`src/rtl/store_queue.sv`:
```
// rtl/store_queue.sv - in-order store queue draining committed stores to data memory
// Optional load forwarding from queued stores is enabled by defining STORE_FORWARD_EN.
module store_queue #(
  parameter int DEPTH  = 8,
  parameter int ADDR_W = 10,
  parameter int DATA_W = 32
) (
  input  logic                     CLOCK_50,
  input  logic                     RSTN_N,
  input  logic                     commit_valid,
  input  logic [ADDR_W-1:0]        commit_addr,
  input  logic [DATA_W-1:0]        commit_data,
  output logic                     commit_ready,
  output logic                     mem_req,
  output logic [ADDR_W-1:0]        mem_addr,
  output logic [DATA_W-1:0]        mem_data,
  input  logic                     mem_ack,
  input  logic [ADDR_W-1:0]        ld_addr,
  output logic                     ld_hit,
  output logic [DATA_W-1:0]        ld_data,
  output logic [$clog2(DEPTH):0]   count,
  output logic                     empty
);

  localparam int PTR_W = $clog2(DEPTH);
  localparam int CNT_W = PTR_W + 1;
  localparam logic [PTR_W-1:0] PTR_ONE  = PTR_W'(1);
  localparam logic [CNT_W-1:0] CNT_ONE  = CNT_W'(1);
  localparam logic [CNT_W-1:0] CNT_FULL = CNT_W'(DEPTH);

  typedef enum logic {IDLE, REQ} state_t;

  state_t             state_q, state_d;
  logic [PTR_W-1:0]   head_q, head_d;
  logic [PTR_W-1:0]   tail_q, tail_d;
  logic [CNT_W-1:0]   count_q, count_d;
  logic               empty_q, empty_d;

  logic [ADDR_W-1:0]  addr_q [DEPTH];
  logic [DATA_W-1:0]  data_q [DEPTH];

  logic push, pop;

  assign commit_ready = (count_q != CNT_FULL);
  assign push         = commit_valid && commit_ready;
  assign pop          = (state_q == REQ) && mem_ack;

  always_comb begin
    head_d  = head_q;
    tail_d  = tail_q;
    count_d = count_q;
    state_d = state_q;
    if (push) tail_d = tail_q + PTR_ONE;
    if (pop)  head_d = head_q + PTR_ONE;
    case ({push, pop})
      2'b10:   count_d = count_q + CNT_ONE;
      2'b01:   count_d = count_q - CNT_ONE;
      default: count_d = count_q;
    endcase
    empty_d = (count_d == '0);
    // Request tracks occupancy after this edge, so a push into an empty queue requests next cycle.
    case (state_q)
      IDLE:    if (!empty_d) state_d = REQ;
      REQ:     if (pop && empty_d) state_d = IDLE;
      default: state_d = IDLE;
    endcase
  end

  always_ff @(posedge CLOCK_50 or negedge RSTN_N) begin
    if (!RSTN_N) begin
      state_q <= IDLE;
      head_q  <= '0;
      tail_q  <= '0;
      count_q <= '0;
      empty_q <= 1'b1;
    end else begin
      state_q <= state_d;
      head_q  <= head_d;
      tail_q  <= tail_d;
      count_q <= count_d;
      empty_q <= empty_d;
    end
  end

  always_ff @(posedge CLOCK_50) begin
    if (push) begin
      addr_q[tail_q] <= commit_addr;
      data_q[tail_q] <= commit_data;
    end
  end

  assign mem_req  = (state_q == REQ);
  assign mem_addr = mem_req ? addr_q[head_q] : '0;
  assign mem_data = mem_req ? data_q[head_q] : '0;
  assign count    = count_q;
  assign empty    = empty_q;

`ifdef STORE_FORWARD_EN
  logic [PTR_W-1:0] fwd_idx;

  // Scan oldest to youngest so the youngest match overrides earlier ones.
  always_comb begin
    ld_hit  = 1'b0;
    ld_data = '0;
    fwd_idx = head_q;
    for (int i = 0; i < DEPTH; i++) begin
      fwd_idx = head_q + PTR_W'(i);
      if ((CNT_W'(i) < count_q) && (addr_q[fwd_idx] == ld_addr)) begin
        ld_hit  = 1'b1;
        ld_data = data_q[fwd_idx];
      end
    end
  end
`else
  logic unused_ld_addr;

  assign unused_ld_addr = ^ld_addr;
  assign ld_hit         = 1'b0;
  assign ld_data        = '0;
`endif

endmodule

```
`config.mk`:
```
export PLATFORM = sky130hd
export DESIGN_NAME = store_queue
export DESIGN_NICKNAME = d
export VERILOG_FILES = /design/src/rtl/store_queue.sv
export SDC_FILE = /design/constraint.sdc
export NUM_CORES = 1
export LEC_CHECK = 0
export ABC_AREA = 1
export BUFFER_PORTS_ARGS = -buffer_cell sky130_fd_sc_hd__buf_2
export CORE_ASPECT_RATIO = 0.8
export CORE_UTILIZATION = 63
export DETAILED_ROUTE_END_ITERATION = 8
export PLACE_DENSITY = 0.84
export SLEW_MARGIN = 10
export SYNTH_ARGS = -nofsm -noshare
export SYNTH_HDL_FRONTEND = slang
export SYNTH_SLANG_ARGS = --single-unit
```
`constraint.sdc`:
```
create_clock -name CLOCK_50 -period 6.3 [get_ports CLOCK_50]
set_clock_uncertainty 0.05 [all_clocks]
set_input_delay 1.26 -clock CLOCK_50 [delete_from_list [all_inputs] [get_ports CLOCK_50]]
set_output_delay 1.26 -clock CLOCK_50 [all_outputs]
set_load 0.01 [all_outputs]
```
==> qor.yml, run 1 <==
seq_power_share_pct: 41.7
die_h_um: 136
overflow: 0
worstSetupPathType: "register to primary output"
internal-power_w: 0.00482
ios: 138
hold_class: "register to register"
grt_use_total_pct: 25.0
tns_ns: 0
htree_levels: 2
core-area_um2: 21700
num-fill-cells: 1382
final_core_util_pct: 71.9
p_comb_share_pct: 33.7
syn_avg_cell_area_um2: 13.1
netSwitchingFraction_pct: 36.2
p_per_area_nw_per_um2: 484
die_w_um: 169
clockBufferDepth: 3
insertedDiodeCount: 0
cts_tree: "done"
min_period_ns: 4.53
clk_latency_ns: 0.50
wl_um: 28500
vias: 8487
fp.dieArea_um2: 23000
ctsHoldBuffers: 0
fmax_mhz: 221
rsz0062_at_grt: "false"
yosysWarnings: 0
finalCritPeriodShare_pct: 71.9
io_buffers: 94
final_cell_mix: "336 x edfxtp_1, 257 x nor2_1, 192 x o21ai_0, 94 x buf_2"
ir_drop_mv: 0.316
dp_hpwl_um: 14400
synth_area_um2: 14100
critPathCaptureType: "primary output"
antenna_found_initial: 2
area_growth_pct: 10.8
grt_pass1_vias: 8184
p_sw_w: 0.00274
synthCells: 1076
setup_viol: 0
grt_max_degree: 103
clk_pin_slew_worst_paths_ns: 0.06
final_common_cell: "edfxtp_1"
slew_viol_final: 0
via_per_inst: 5.74
cp_slowest_stage_delay_ns: 0.83
multi_input_area_um2: 3210
antenna_left: 0
seq_area_um2: 10400
p_clk_share_pct: 24.6
hold_viol: 0
drive_gt1_share_pct: 14.4
cp_max_fo: 102
startpoint: "head_q[0]"
cts-resized-gates: 0
critical_path_arrival_ns: 3.22
slowest_stage: "inv_4"
fin_nets: 1216
worstSetupStartpointType: "register"
synth_seq_cells: 348
cts.sinks: 348
timing.rr.start: "mem_req"
worstMarginPinSlew_ns: 1.05
rows: 48
critPathRequiredTime_ns: 4.99
cp_num_buf_inv: 3
leakage_nw: 5.50
gp_congestion: 0.824
seq_area_frac_synth_pct: 73.7
cts_buffers: 34
status: "completed"
ys_types: 26
drt_iter0_drc: 855
drcViolationCount: 0
wl_per_cell_um: 19.3
post_cts_buffers: 0
slew_headroom_pct: 29.9
initial_core_util_pct: 64.9
path_cells: "inv_4 -> buf_4 -> nor2_1 -> o21ai_0 -> o21ai_0 -> nor2_1 -> buf_2"
drtPass1Iterations: 5
grt_pass1_wl_um: 43000
path_delay_family: "buffers and inverters"
cts_root_buf: "clkbuf_16"
drv_cap: 0
min_from: "tail_q[0]"
-- cell families (layout without fill, tap and decap cells) --
group / Yosys count / count (layout) / share of synthesized area, %
mux: 42 / 42 / 2.98
fa+ha+maj: 5 / 5 / 0.443
xor+xnor: 5 / 5 / 0.310
flops: 348 / 348 / 73.7
buf+inv: 113 / 183 / 4.90
compound gates: 255 / 255 / 9.42
simple gates: 307 / 307 / 8.27
other cells: 1 / 33 / 0.0266
-- flip-flops by register name, indices dropped and copies added (netlist names) --
register,cells
data_q,256
addr_q,80
mem_req,1
empty,1
count,4
tail_q,3
head_q,3
-- power groups by stage --
stage               Sequential, W  Clock, W  Combinational, W
floorplan                 0.00306         0           0.00187
global placement          0.00318         0           0.00243
detailed placement        0.00319         0           0.00252
CTS                       0.00315   0.00188           0.00255
global route              0.00319   0.00197           0.00282
finish                    0.00316   0.00186           0.00255
-- cells in the mapped netlist --
cell / n / area (µm²)
xor2_1: 3 / 26.3
nand3_1: 5 / 25.0
buf_6: 5 / 56.3
inv_1: 15 / 56.3
nand4_1: 1 / 6.26
inv_4: 1 / 6.26
clkbuf_2: 2 / 10.0
edfxtp_1: 336 / 10100
o21ai_0: 192 / 961
ha_1: 5 / 62.6
o22ai_1: 42 / 263
nand2_1: 34 / 128
xnor2_1: 2 / 17.5
nor2_1: 265 / 995
o21ai_1: 21 / 105
buf_8: 1 / 15.0
conb_1: 1 / 3.75
buf_1: 2 / 7.51
mux2i_1: 42 / 420
buf_2: 15 / 75.1
dfrtp_1: 11 / 275
dfstp_2: 1 / 26.3
buf_4: 39 / 293
or2_2: 2 / 12.5
buf_12: 3 / 60.1
clkbuf_1: 30 / 113
-- path summary, 6_finish.rpt --
check	endpoint	slack [ns]	depth (start not counted)
worst max-delay path	mem_data[25]	1.77	7
worst min-delay path	tail_q[0]	0.49	2
worst max register to register	mem_req	3.26	12
worst min register to register	tail_q[0]	0.49	2
max in group asynchronous	empty	5.34	1
min in group asynchronous	head_q[1]	0.58	1
-- stage by stage --
step                instances  instance area [µm²]  hold slack [ns]  worst slack, ns  power, W
global placement         1419                14600            0.467             2.36   0.00561
finish                   1478                15600            0.495             1.77   0.00756
detailed placement       1419                14600            0.476             2.29   0.00571
floorplan                1108                14200            0.443             2.34   0.00493
global route             1478                15600            0.513             1.55   0.00797
CTS                      1478                15600            0.493             1.75   0.00758
-- worst min-delay path: cells and delay by family (launching register included) --
kind          cells  cell delay, ns
flops             1            0.39
simple gates      2            0.13
-- routing by layer --
metal,GRT usage [%],vias to the layer above,part of all wire [%]
met5,0,-,0.11
met4,10.4,4,2.8
met3,4.75,72,7.6
met2,43.0,370,50
met1,31.6,4067,40
li1,-,3974,-
-- final cells by class --
cell class / instances / share of cell area [%]
clock buffer: 43 / 5.79
clock inverter: 16 / 0.712
inverter: 16 / 0.400
multi-input combinational: 647 / 20.5
sequential: 348 / 66.5
tap: 300 / 2.40
timing repair buffer: 108 / 3.68
(Power assumes the default switching activity.)
==> inputs of run 2 (changes only) <==
Settings changed: CORE_UTILIZATION 63 to 53, PLACE_DENSITY 0.84 to 0.76.
Clock period 6.3 ns to 4.1 ns, I/O delays scaled along.
==> run 2 against run 1 <==
Effect of this change: worst setup slack got worse by 1.2 ns; total power grew 54%; sequential share of layout area shrank 0.76 points; critical path depth up 1; final cell count up 4.7%; sequential power up 48%; count of clock-buffer cells in the layout grew 8; critical endpoint is now mem_data[28]; largest power group unchanged; highest routed layer unchanged.
==> qor.yml, run 2 (same netlist as run 1, synthesis figures left out) <==
worstMarginPinSlew_ns: 0.949
reg2reg_to: "data_q[4][24]"
ios: 138
io_buffers: 94
cts_buffers: 34
post_cts_buffers: 0
critPathCaptureType: "primary output"
critical_path_arrival_ns: 2.62
post_dp_cell_area_um2: 14800
tns_ns: 0
die_w_um: 184
initial_core_util_pct: 53.9
wl_per_cell_um: 18.2
ctsHoldBuffers: 0
startpoint: "head_q[0]"
cp_slowest_stage_delay_ns: 0.52
fp.dieArea_um2: 27300
antenna_found_initial: 5
path_cells: "buf_12 -> nor2_1 -> nor2_1 -> o21ai_0 -> o21ai_0 -> o21ai_0 -> nor2_1 -> buf_2"
gp_congestion: 0.798
cts_tree: "done"
slew_viol_final: 0
clk_latency_ns: 0.50
rsz0062_at_grt: "false"
final_cell_mix: "336 x edfxtp_1, 257 x nor2_1, 192 x o21ai_0, 94 x buf_2"
fin_ws_ns: 0.608
area_growth_pct: 12.1
drv_cap: 0
via_per_inst: 5.44
cts_root_buf: "clkbuf_16"
core-area_um2: 26200
setup_viol: 0
largest_reg_flops: 256
grt_max_degree: 170
grt_pass1_wl_um: 43500
drt_iter0_drc: 839
leakage_nw: 5.56
hold_viol: 0
clk_pin_slew_worst_paths_ns: 0.06
rows: 53
overflow: 0
regMostFlops: "data_q"
drcViolationCount: 0
timing.rr.start: "count[2]"
slowest_stage: "buf_12"
finalCritPeriodShare_pct: 85.2
fin_area_um2: 15800
clockBufferDepth: 3
die_h_um: 148
cts.sinks: 348
critPathRequiredTime_ns: 3.23
dp_slack_ns: 1.21
p_per_area_nw_per_um2: 736
slew_headroom_pct: 36.7
cts-resized-gates: 0
worstSetupStartpointType: "register"
drtPass1Iterations: 7
holdWs_ns: 0.141
drive_gt1_share_pct: 14.4
antenna_left: 0
wl_um: 28100
r2r_slack_ns: 1.64
worstSetupEndpoint: "mem_data[28]"
status: "completed"
ff2ff_path_depth: 6
final_common_cell: "edfxtp_1"
dp_hpwl_um: 15100
fmax_mhz: 286
grt_use_total_pct: 20.9
min_period_ns: 3.49
grt_pass1_vias: 8097
hold_class: "input port to async pin"
fin_nets: 1225
final_core_util_pct: 60.4
ir_drop_mv: 0.477
htree_levels: 2
vias: 8417
worstSetupPathType: "register to primary output"
cp_max_fo: 169
==> run 2: routing by layer <==
layer  track usage, %  part of all wire, %  vias to the layer above
met2             34.5                   48                      294
met1             28.4                   43                     4066
met5                0                 0.11                        -
met4             6.08                  1.7                        6
li1                 -                    -                     4004
met3             3.89                  6.9                       47
==> run 2: worst min-delay path by stage <==
| stage | start | end | slack (ns) |
|---|---|---|---|
| floorplan | tail_q[0] | tail_q[0] | 0.44 |
| global placement | tail_q[0] | tail_q[0] | 0.47 |
| detailed placement | tail_q[0] | tail_q[0] | 0.48 |
| CTS | RSTN_N | count[3] | 0.13 |
| global route | RSTN_N | head_q[2] | 0.15 |
| finish | RSTN_N | count[3] | 0.14 |
==> run 2: stage by stage <==
stage          cells  total power (W)
5_1_grt         1546           0.0123
3_5_place_dp    1485          0.00887
6_report        1548           0.0116
4_1_cts         1546           0.0117
3_3_place_gp    1485          0.00875
2_1_floorplan   1108          0.00758
==> run 2: where the power goes <==
part	internal (W)	switching [W]	total, W
logic	0.00138	0.00274	0.00412
clock network	0.00160	0.00124	0.00284
registers	0.00448	0.000195	0.00468
total	0.00746	0.00418	0.0116
==> run 2: worst max-delay path, delay by kind of cell (launching register included) <==
kind,cells,cell delay (ns)
simple gates,3,0.42
compound gates,3,0.34
flops,1,0.44
buf+inv,2,0.67
==> run 2: final cells by class <==
type / count / area, µm²
Antenna cell: 2 / 5.00
Inverter: 16 / 62.6
Clock inverter: 10 / 45.0
Multi-Input combinational cell: 647 / 3210
Fill cell: 1973 / 10400
Sequential cell: 348 / 10400
Timing Repair Buffer: 117 / 706
Clock buffer: 51 / 946
Tap cell: 357 / 447
